==> src/rtl/fb_pkg.sv <==
// Framebuffer geometry shared by the write packer and the zoomed read generator.
// Pure declarations: no clocked logic, no flow control.
// One framebuffer word holds eight RGB565 pixels of a single line.
package fb_pkg;

    localparam int FB_H_PIXELS       = 1280;
    localparam int FB_V_PIXELS       = 720;
    localparam int PIXELS_PER_WORD   = 8;
    localparam int FB_WORDS_PER_LINE = FB_H_PIXELS / PIXELS_PER_WORD;

    typedef logic [26:0] fb_addr_t;

    typedef enum logic {
        SYNC = 1'b0,
        PACK = 1'b1
    } fb_state_t;

    typedef struct packed {
        logic [127:0] data;
        fb_addr_t     addr;
        logic         last;
    } fb_word_t;

    // Row-major word address; zero-extended to 27 bits before the multiply so nothing truncates.
    function automatic fb_addr_t fb_word_addr(
        input logic [9:0]  vcount,
        input logic [7:0]  word_col,
        input int unsigned words_per_line = FB_WORDS_PER_LINE
    );
        return fb_addr_t'(vcount) * fb_addr_t'(words_per_line) + fb_addr_t'(word_col);
    endfunction

endpackage

==> src/rtl/axis_out_reg.sv <==
// One-entry valid/ready output register carrying a packed framebuffer word.
// Latency: a load in cycle N is visible on tvalid_out in cycle N+1.
// Backpressure: holds stable while tvalid_out && !tready_in; in_rdy is low only then.
module axis_out_reg
    import fb_pkg::*;
(
    input  logic     clk_in,
    input  logic     rst_in,
    input  logic     in_vld,
    input  fb_word_t in_dat,
    output logic     in_rdy,
    input  logic     tready_in,
    output logic     tvalid_out,
    output fb_word_t out_dat
);

    logic     vld_q, vld_d;
    fb_word_t dat_q, dat_d;

    always_comb begin
        in_rdy = !vld_q || tready_in;
        vld_d  = vld_q;
        dat_d  = dat_q;
        if (vld_q && tready_in) begin
            vld_d = 1'b0;
        end
        if (in_vld && in_rdy) begin
            vld_d = 1'b1;
            dat_d = in_dat;
        end
    end

    always_ff @(posedge clk_in or posedge rst_in) begin
        if (rst_in) begin
            vld_q <= 1'b0;
            dat_q <= '0;
        end else begin
            vld_q <= vld_d;
            dat_q <= dat_d;
        end
    end

    assign tvalid_out = vld_q;
    assign out_dat    = dat_q;

endmodule

==> src/rtl/frame_write_packer.sv <==
// Packs eight camera pixels into one 128-bit framebuffer word tagged with its DRAM word address.
// Latency: lane-7 strobe in cycle N gives tvalid_out in cycle N+1; one pixel per cycle sustained.
// Backpressure: single output slot; a completed word finding it full is dropped and flagged.
module frame_write_packer
    import fb_pkg::*;
#(
    parameter int H_PIXELS = FB_H_PIXELS,
    parameter int V_PIXELS = FB_V_PIXELS
) (
    input  logic           clk_in,
    input  logic           rst_in,
    input  logic           pixel_valid_in,
    input  logic [10:0]    hcount_in,
    input  logic [9:0]     vcount_in,
    input  logic [15:0]    pixel_in,
    input  logic           tready_in,
    output logic           tvalid_out,
    output logic [127:0]   tdata_out,
    output logic [26:0]    addr_out,
    output logic           tlast_out,
    output logic           overflow_out,
    output logic           partial_out
);

    localparam int          WPL     = H_PIXELS / PIXELS_PER_WORD;
    localparam logic [10:0] H_LIM   = 11'(H_PIXELS);
    localparam logic [9:0]  V_LIM   = 10'(V_PIXELS);
    localparam logic [9:0]  V_LAST  = 10'(V_PIXELS - 1);
    localparam logic [7:0]  C_LAST  = 8'(WPL - 1);

    fb_state_t    state_q, state_d;
    logic [7:0]   mask_q, mask_d;
    logic [127:0] asm_q, asm_d;
    logic [9:0]   widx_v_q, widx_v_d;
    logic [7:0]   widx_c_q, widx_c_d;
    logic         overflow_q, overflow_d;
    logic         partial_q, partial_d;

    logic         in_range, take, mismatch;
    logic [2:0]   lane;
    logic [7:0]   col, new_mask;
    logic         word_vld, out_rdy;
    fb_word_t     word_dat, out_dat;

    always_comb begin
        state_d    = state_q;
        mask_d     = mask_q;
        asm_d      = asm_q;
        widx_v_d   = widx_v_q;
        widx_c_d   = widx_c_q;
        overflow_d = overflow_q;
        partial_d  = partial_q;
        word_vld   = 1'b0;
        mismatch   = 1'b0;
        new_mask   = mask_q;

        lane     = hcount_in[2:0];
        col      = hcount_in[10:3];
        in_range = pixel_valid_in && (hcount_in < H_LIM) && (vcount_in < V_LIM);
        // In SYNC only the frame-origin pixel is taken; it then packs like any other lane-0 pixel.
        take     = in_range && ((state_q == PACK) || (hcount_in == 11'd0 && vcount_in == 10'd0));

        if (take) begin
            state_d  = PACK;
            mismatch = (mask_q != 8'd0) && ((vcount_in != widx_v_q) || (col != widx_c_q));
            if (mismatch) begin
                partial_d = 1'b1;
                new_mask  = 8'd0;
            end
            new_mask = new_mask | (8'd1 << lane);
            asm_d[lane*16 +: 16] = pixel_in;
            widx_v_d = vcount_in;
            widx_c_d = col;
            if (lane == 3'd7) begin
                mask_d = 8'd0;
                if (new_mask == 8'hFF) begin
                    word_vld = 1'b1;
                end else begin
                    partial_d = 1'b1;
                end
            end else begin
                mask_d = new_mask;
            end
        end

        word_dat.data = asm_d;
        word_dat.addr = fb_word_addr(vcount_in, col, WPL);
        word_dat.last = (vcount_in == V_LAST) && (col == C_LAST);

        if (word_vld && !out_rdy) begin
            overflow_d = 1'b1;
        end
    end

    always_ff @(posedge clk_in or posedge rst_in) begin
        if (rst_in) begin
            state_q    <= SYNC;
            mask_q     <= 8'd0;
            asm_q      <= '0;
            widx_v_q   <= 10'd0;
            widx_c_q   <= 8'd0;
            overflow_q <= 1'b0;
            partial_q  <= 1'b0;
        end else begin
            state_q    <= state_d;
            mask_q     <= mask_d;
            asm_q      <= asm_d;
            widx_v_q   <= widx_v_d;
            widx_c_q   <= widx_c_d;
            overflow_q <= overflow_d;
            partial_q  <= partial_d;
        end
    end

    axis_out_reg u_out (
        .clk_in     (clk_in),
        .rst_in     (rst_in),
        .in_vld     (word_vld),
        .in_dat     (word_dat),
        .in_rdy     (out_rdy),
        .tready_in  (tready_in),
        .tvalid_out (tvalid_out),
        .out_dat    (out_dat)
    );

    assign tdata_out    = out_dat.data;
    assign addr_out     = out_dat.addr;
    assign tlast_out    = out_dat.last;
    assign overflow_out = overflow_q;
    assign partial_out  = partial_q;

endmodule
==> config.mk <==
export PLATFORM = sky130hd
export DESIGN_NAME = frame_write_packer
export DESIGN_NICKNAME = d
export VERILOG_FILES = /design/src/rtl/fb_pkg.sv /design/src/rtl/axis_out_reg.sv /design/src/rtl/frame_write_packer.sv
export SDC_FILE = /design/constraint.sdc
export NUM_CORES = 1
export LEC_CHECK = 0
export CORE_MARGIN = 2
export CORE_UTILIZATION = 33
export DETAILED_ROUTE_END_ITERATION = 8
export GPL_TIMING_DRIVEN = 0
export HOLD_SLACK_MARGIN = 0.02
export PLACE_DENSITY_LB_ADDON = 0.3
export REMOVE_ABC_BUFFERS = 1
export SETUP_SLACK_MARGIN = 0.2
export SYNTH_ARGS = -nofsm -noshare
export SYNTH_HDL_FRONTEND = slang
export SYNTH_SLANG_ARGS = --single-unit
==> constraint.sdc <==
create_clock -name clk_in -period 27.3 [get_ports clk_in]
set_input_delay 6.825 -clock clk_in [delete_from_list [all_inputs] [get_ports clk_in]]
set_output_delay 6.825 -clock clk_in [all_outputs]
set_load 0.02 [all_outputs]
# ---- Word level (Yosys, flattened, before mapping)
# Cells that the tools add are included.
dict set report word_totals {
  in_bits 41
  output_inout_bits 159
  elab_cells 57
  reg_bits 314
}
dict set report op_classes {
  add_sub_neg 2
  order_cmp 2
  eq_ne 6
  n_reduce_logical 18
  n_bitwise 1
  mul 1
  shifts 3
  n_mux 13
}
# op n
set op_table {}
lappend op_table {{128-bit bitwise mux} 1}
lappend op_table {{128-bit two-way mux} 1}
lappend op_table {{16-bit by 34-bit variable shift with 128-bit output, first input constant} 1}
lappend op_table {{16-bit by 34-bit indexed part select with 128-bit output} 1}
lappend op_table {{7-bit negator with 34-bit output} 1}
lappend op_table {{8-bit two-way mux} 3}
lappend op_table {{18-bit by 8-bit adder with 19-bit output} 1}
lappend op_table {{8-bit == test, second input constant} 2}
lappend op_table {{10-bit by 3-bit multiplier with 13-bit output, second input constant} 1}
lappend op_table {{11-bit logical NOT} 1}
lappend op_table {{11-bit < comparator, second input constant} 1}
lappend op_table {{10-bit == test, second input constant} 1}
lappend op_table {{10-bit logical NOT} 1}
lappend op_table {{10-bit < comparator, second input constant} 1}
lappend op_table {{10-bit != test} 1}
lappend op_table {{1-bit logical AND} 9}
lappend op_table {{1-bit two-way mux} 8}
lappend op_table {{8-bit != test} 1}
lappend op_table {{8-bit bitwise OR} 1}
lappend op_table {{8-bit nonzero test} 1}
lappend op_table {{1-bit by 3-bit left shift with 8-bit output, first input constant} 1}
lappend op_table {{3-bit == test, second input constant} 1}
lappend op_table {{1-bit logical OR} 3}
lappend op_table {{1-bit logical NOT} 2}
lappend op_table {{2-bit nonzero test} 1}

# ---- Longest topological paths before layout
# Gate-level depths: netlist of run 1.
dict set report logic_depth {
  ltp_word 12
  ltp_mapped 12
  depth_no_buf 10
}

# ---- By module
# A second synthesis of run 1 with hierarchy kept.
dict set report unflattened {
  hier_cells 895
  area_unflattened_um2 13905.8
}
# mod area_each_um2 cells_per_inst n_inst seq_area_each_um2
set modules_own_cells {}
lappend modules_own_cells {frame_write_packer 7479.7 561 1 3928.8}
lappend modules_own_cells {axis_out_reg 6426.2 334 1 3928.8}

# ---- Least setup slack after synthesis of run 1
# OpenSTA, ideal clock, no wires.
dict set report synth_path {
  kind {input to register}
  startpoint {input port hcount_in[8]}
  endpoint {register u_out.dat_q, in the netlist u_out.out_dat[124]}
  required_ps 27175
  path_slack_ps 17884
  t_arrival_ps 9291
  cell_stages 8
  n_path_buf 1
  setup_ps 125
  cell_sequence {or4_1 nor4_2 a41o_2 nand3_1 nor2_1 buf_2 mux2_2 mux2_4}
}
dict set report synth_via {
  word_cells_on_any_way 19
  cone_classes {order compare (1); eq/ne (2); mux (6); bitwise (1); reduce/logical (9)}
}
# element line_no
set synth_rtl {}
lappend synth_rtl {{start: declaration} frame_write_packer.sv:13} ;# input logic [10:0] hcount_in,
lappend synth_rtl {{11-bit < comparator or 11-bit logical NOT (tied branches)} {frame_write_packer.sv:59, frame_write_packer.sv:61}}
lappend synth_rtl {{1-bit logical AND, on equally long branches} {frame_write_packer.sv:59, frame_write_packer.sv:61}}
lappend synth_rtl {{1-bit logical AND or 1-bit logical OR (tied branches)} {frame_write_packer.sv:59, frame_write_packer.sv:61}}
lappend synth_rtl {{1-bit logical AND (*)} frame_write_packer.sv:61} ;# take = in_range && ((state_q == PACK) || (hcount_in == 11'd0 && vcount_in == 10'd0));
lappend synth_rtl {{128-bit two-way mux (*)} frame_write_packer.sv:63} ;# if (take) begin
lappend synth_rtl {{net asm_d[96]} frame_write_packer.sv:33} ;# logic [127:0] asm_q, asm_d;
lappend synth_rtl {{end signal: assignment} axis_out_reg.sv:39} ;# dat_q <= dat_d;
lappend synth_rtl {{end: declaration} axis_out_reg.sv:18} ;# fb_word_t dat_q, dat_d;
# Mark *: on every way through the listed nets, which the timed path passes. The rest lies on a longest branch. The select of a mux whose other input is x is not followed.
# A chain may end at the register's enable or synchronous reset.

# ---- Worst setup path after layout of run 1
dict set report layout_path {
  startpoint {input port hcount_in[0]}
  endpoint {register u_out.dat_q, in the netlist u_out.out_dat[33]}
}
dict set report layout_via {
  elab_chain_len 7
  word_cells_on_any_way 20
  cone_classes {add/sub (1); order compare (1); eq/ne (2); shift (3); mux (5); bitwise (1); reduce/logical (7)}
}
# element
set layout_rtl {}
lappend layout_rtl {{branches (longest 7 deep; another with 7-bit negator with 34-bit output)}}
# Parallel ways; which one is timed is not known.

==> results of run 1 <==
==> power groups by stage <==
stage          Sequential, mW  Clock (mW)  Combinational [mW]
5_1_grt                 0.455       0.567              0.0635
6_report                0.455       0.530              0.0563
3_5_place_dp            0.464           0              0.0574
2_1_floorplan           0.464           0              0.0341
4_1_cts                 0.455       0.548              0.0577
3_3_place_gp            0.464           0              0.0547
==> placed cells by master (no fill, tap or decap), types with 9 or more instances in the layout <==
cell type	count
sky130_fd_sc_hd__mux2i_1	11
sky130_fd_sc_hd__nand4_1	10
sky130_fd_sc_hd__nor2b_1	17
sky130_fd_sc_hd__ha_1	25
sky130_fd_sc_hd__xor2_1	9
sky130_fd_sc_hd__dfrtp_1	306
sky130_fd_sc_hd__clkbuf_8	9
sky130_fd_sc_hd__nor2_1	9
sky130_fd_sc_hd__mux2_2	100
sky130_fd_sc_hd__clkdlybuf4s50_1	191
sky130_fd_sc_hd__o21ai_0	65
sky130_fd_sc_hd__clkbuf_16	38
sky130_fd_sc_hd__mux2_4	118
sky130_fd_sc_hd__xnor2_1	24
sky130_fd_sc_hd__inv_1	20
sky130_fd_sc_hd__nand2_1	131
==> per-layer routing <==
layer | routed length, µm | up-vias
li1 | - | 3819
met1 | 14560 | 4150
met2 | 14740 | 190
met3 | 2467 | 40
met4 | 544 | 0
met5 | 0 | -
==> final timing paths <==
path	start	to	slack [ns]
min	state_q$_DFFE_PP0P_	state_q$_DFFE_PP0P_	0.47
min reg2reg	state_q$_DFFE_PP0P_	state_q$_DFFE_PP0P_	0.47
max	hcount_in[0]	u_out.out_dat[33]$_DFFE_PP0P_	16.51
min in group asynchronous	rst_in	u_out.out_dat[56]$_DFFE_PP0P_	6.77
max in group asynchronous	rst_in	asm_q[38]$_DFF_PP0_	19.54
max reg2reg	widx_c_q[2]$_DFFE_PP0P_	u_out.out_dat[33]$_DFFE_PP0P_	24.02
==> area by class of cell <==
type / instances / share of cell area [%]
tap: 525 / 3.791
sequential: 306 / 44.20
inverter: 21 / 0.4983
multi-input combinational: 620 / 31.04
clock inverter: 16 / 1.415
timing repair buffer: 204 / 12.77
clock buffer: 51 / 6.290
==> stage by stage <==
step	std cells	total power [mW]	instance area, µm²	utilization, %
2_1_floorplan	947	0.4978	13080	-
5_1_grt	1743	1.085	17330	43.41
6_report	1743	1.041	17330	43.41
4_1_cts	1743	1.061	17330	43.41
3_5_place_dp	1676	0.5210	15990	40.06
3_3_place_gp	1663	0.5187	15650	39.20
==> cells by family (layout without fill, tap and decap cells) <==
| group | Yosys count | in the layout | share of synthesized area [%] |
|---|---|---|---|
| flops | 306 | 306 | 57.17 |
| mux | 229 | 229 | 22.46 |
| compound gates | 107 | 107 | 4.792 |
| simple gates | 216 | 216 | 7.623 |
| fa+ha+maj | 27 | 27 | 2.634 |
| xor+xnor | 33 | 33 | 2.158 |
| buf+inv | 74 | 292 | 3.139 |
| other cells | 1 | 8 | 0.02800 |
==> sequential cells by signal (all words and copies together) (netlist names) <==
name              flops
overflow_out          1
widx_v_q             10
mask_q                8
asm_q               128
u_out.tvalid_out      1
partial_out           1
widx_c_q              8
state_q               1
u_out.out_dat       148
==> results.txt, run 1 <==
The delay of the slowest critical-path stage is 0.92 ns. The first global-routing pass estimated 50380 µm of wire. The final critical path time including I/O delays and setup is 10.79 ns. The internal power of the cells came out at 805.0 µW.

By instance count, the leading cell after synthesis is sky130_fd_sc_hd__dfrtp_1. The share of the synthesized area in the top cell type came out at 57.17%. Broken down by cell family, the worst path's largest delay share belongs to buffers and inverters.

Once routing completed, OpenROAD measured the worst setup slack at 16.51 ns. The slowest stage cell on the critical path is sky130_fd_sc_hd__ha_1. In the synthesized netlist the dominant register cell turns out to be sky130_fd_sc_hd__dfrtp_1. The switching share of power is 22.70%. Global routing used 20.68% of the available met1 tracks. The residual overflow from global routing is 0. The critical path contains buffers and inverters numbering 4 combined. The launching element type of the critical path is an input port.

The per-instance average area after synthesis came out at 13.49 µm². The vertical extent of the die came out at 205.5 µm. The die area came out at 42220 µm². The via count of the first global-routing pass came out at 8587.

The area of combinational cells with multiple inputs came out at 5378 µm². The global routing stage identified its most utilized layer as met2. After detailed routing, the total wire length is 32310 µm.

The maximum fanout encountered on the critical timing path came out at 39. In the final routed layout, each cell accounts on average for 18.54 µm. The initial DRC count came out at 239. The final setup skew came out at 0.01932 ns.

The worst hold path belongs to the class reg2reg. The final-report max-slew violation count came out at 0. The number of vias after detailed routing is 8199. The clock insertion delay at the later pin of the skew report is 0.55 ns. Once detailed placement completed, the half-perimeter wirelength came to 21380 µm. The worst pin sits at a relative slew slack of 26.90%. From left edge to right edge, the die measures 205.5 µm. The final layout contains 1258 nets.

Sorting the synthesized cells by how often they occur yields 306 x sky130_fd_sc_hd__dfrtp_1, 131 x sky130_fd_sc_hd__nand2_1, 118 x sky130_fd_sc_hd__mux2_4. The flip-flop and latch count after synthesis is 306. Port buffering added 191 buffers.

The data arrival time of the worst path is 11.22 ns. The synthesized design contains 0 enable-type register cells. The cell area after technology mapping is 13390 µm². Dividing total power by cell area gives a power density of 60.11 nW/µm². The register area share after synthesis came out at 57.17%. The pre-CTS setup slack is 15.90 ns. The number of fillers in the final layout came out at 3679. The maximum number of pins on one net before global-route repair is 115. Along the worst hold path, the cell count comes to 1. Setup total negative slack on the finished layout was measured at 0 ns.

The share of the clock period used by the worst path after layout came out at 39.54%. The worst hold slack across all endpoints is 0.4687 ns. The type of destination of the critical path is a flip-flop. The floorplan has 73 rows. After synthesis, the share of flip-flops with an asynchronous set or reset is 100.0%. The share of post-route cells with drive strength above 1 is 25.37%. The post-synthesis instance total came out at 993.

Synthesis instantiated 52 different standard cells from the library. The leakage power came out at 8.511 nW. The maximum operating frequency is 0.09265 GHz.

Sorting the synthesized cells by area gives the leading types as sky130_fd_sc_hd__dfrtp_1 57%, sky130_fd_sc_hd__mux2_4 13%, sky130_fd_sc_hd__mux2_2 8.4%. The final hold violation count was 0. The run finished with clean final reports. The clock net in this run drives a total of 306 sinks. Buffers inserted to repair hold after CTS numbered 0. Setup repair after global routing left no endpoint under its margin. The initial cell density of the core is 33.56%.

The clock transition time at the flip-flop clock pins of the worst setup and hold paths is 0.06 ns. The deepest level of the CTS H-tree is 2. The overall track demand over capacity in global routing is 15.60%.

The number of antenna violations at the first check in global routing came to 0. The met2 usage came out at 24.19%. The critical path class is in2reg.

CTS placed an instance of sky130_fd_sc_hd__clkbuf_16 at the clock tree root. The area growth from synthesis to layout is 29.35%. The number of cells upsized or downsized after cts is 0.

The cell type with the largest total area after synthesis is sky130_fd_sc_hd__dfrtp_1. The number of max-cap violations is 0. In this run, the combinational gates consume 5.4% of the power.

The maximum vdd drop came out at 0.00005144 V. The total of warnings raised by yosys is 0. The number of remaining DRC errors is 0.

The signal on the critical path passes through clkdlybuf4s50_1 -> inv_1 -> ha_1 -> ha_1 -> o22ai_1 -> nor3_1 -> o21ai_0 -> or4_4 -> nand2b_4 -> buf_16 -> buf_16 -> mux2_4. The antenna cell count is 0. The power dissipated by switching net loads came out at 236.4 µW. The relative contribution of sequential cells to total power is 43.7%. Setup violations remaining at the end of the flow were counted as 0. 200 I/O pins were placed. The worst-margin pin slew came out at 1.096 ns. Clock tree synthesis inserted a total of 37 buffers. The last weighted congestion value of the routability-driven placer is 0.7967.

The buffers inserted during post-CTS setup optimization is 0. The register cell area after layout is 7657 µm². In the global route stage, met3 resource usage came out at 5.828%. After floorplanning, the core was sized to cover 39910 µm². The number of nets with antenna violations after detailed routing came out at 0.

The maximum number of buffers from clock root to sink came out at 3. TritonCTS built the clock tree. The via density per instance came out at 4.704. For the worst setup path, the data required time is 27.72 ns. The number of cells traversed by the worst register-to-register path is 9. The clock network power share is 50.9%.

The first detailed-routing pass ran for 5 iterations. The number of stages on the worst setup path came out at 12.
No activity file was read; power rests on OpenSTA's default activity.
==> inputs of run 2 (changes only) <==
==> constraint.sdc (replaced) <==
create_clock -name clk_in -period 9.45 [get_ports clk_in]
set_input_delay 2.3625 -clock clk_in [delete_from_list [all_inputs] [get_ports clk_in]]
set_output_delay 2.3625 -clock clk_in [all_outputs]
set_load 0.02 [all_outputs]
==> results of run 2 <==
Same layout as run 1 (identical final DEF). Status: finished clean.
Main changes from that run: setup slack after placement 15.90 ns -> 2.512 ns; setup slack after layout 16.51 ns -> 3.119 ns; register-to-register setup slack 24.02 ns -> 6.17 ns; total power 1.041 mW -> 3.008 mW; worst IR drop on VDD 0.00005144 V -> 0.0001486 V
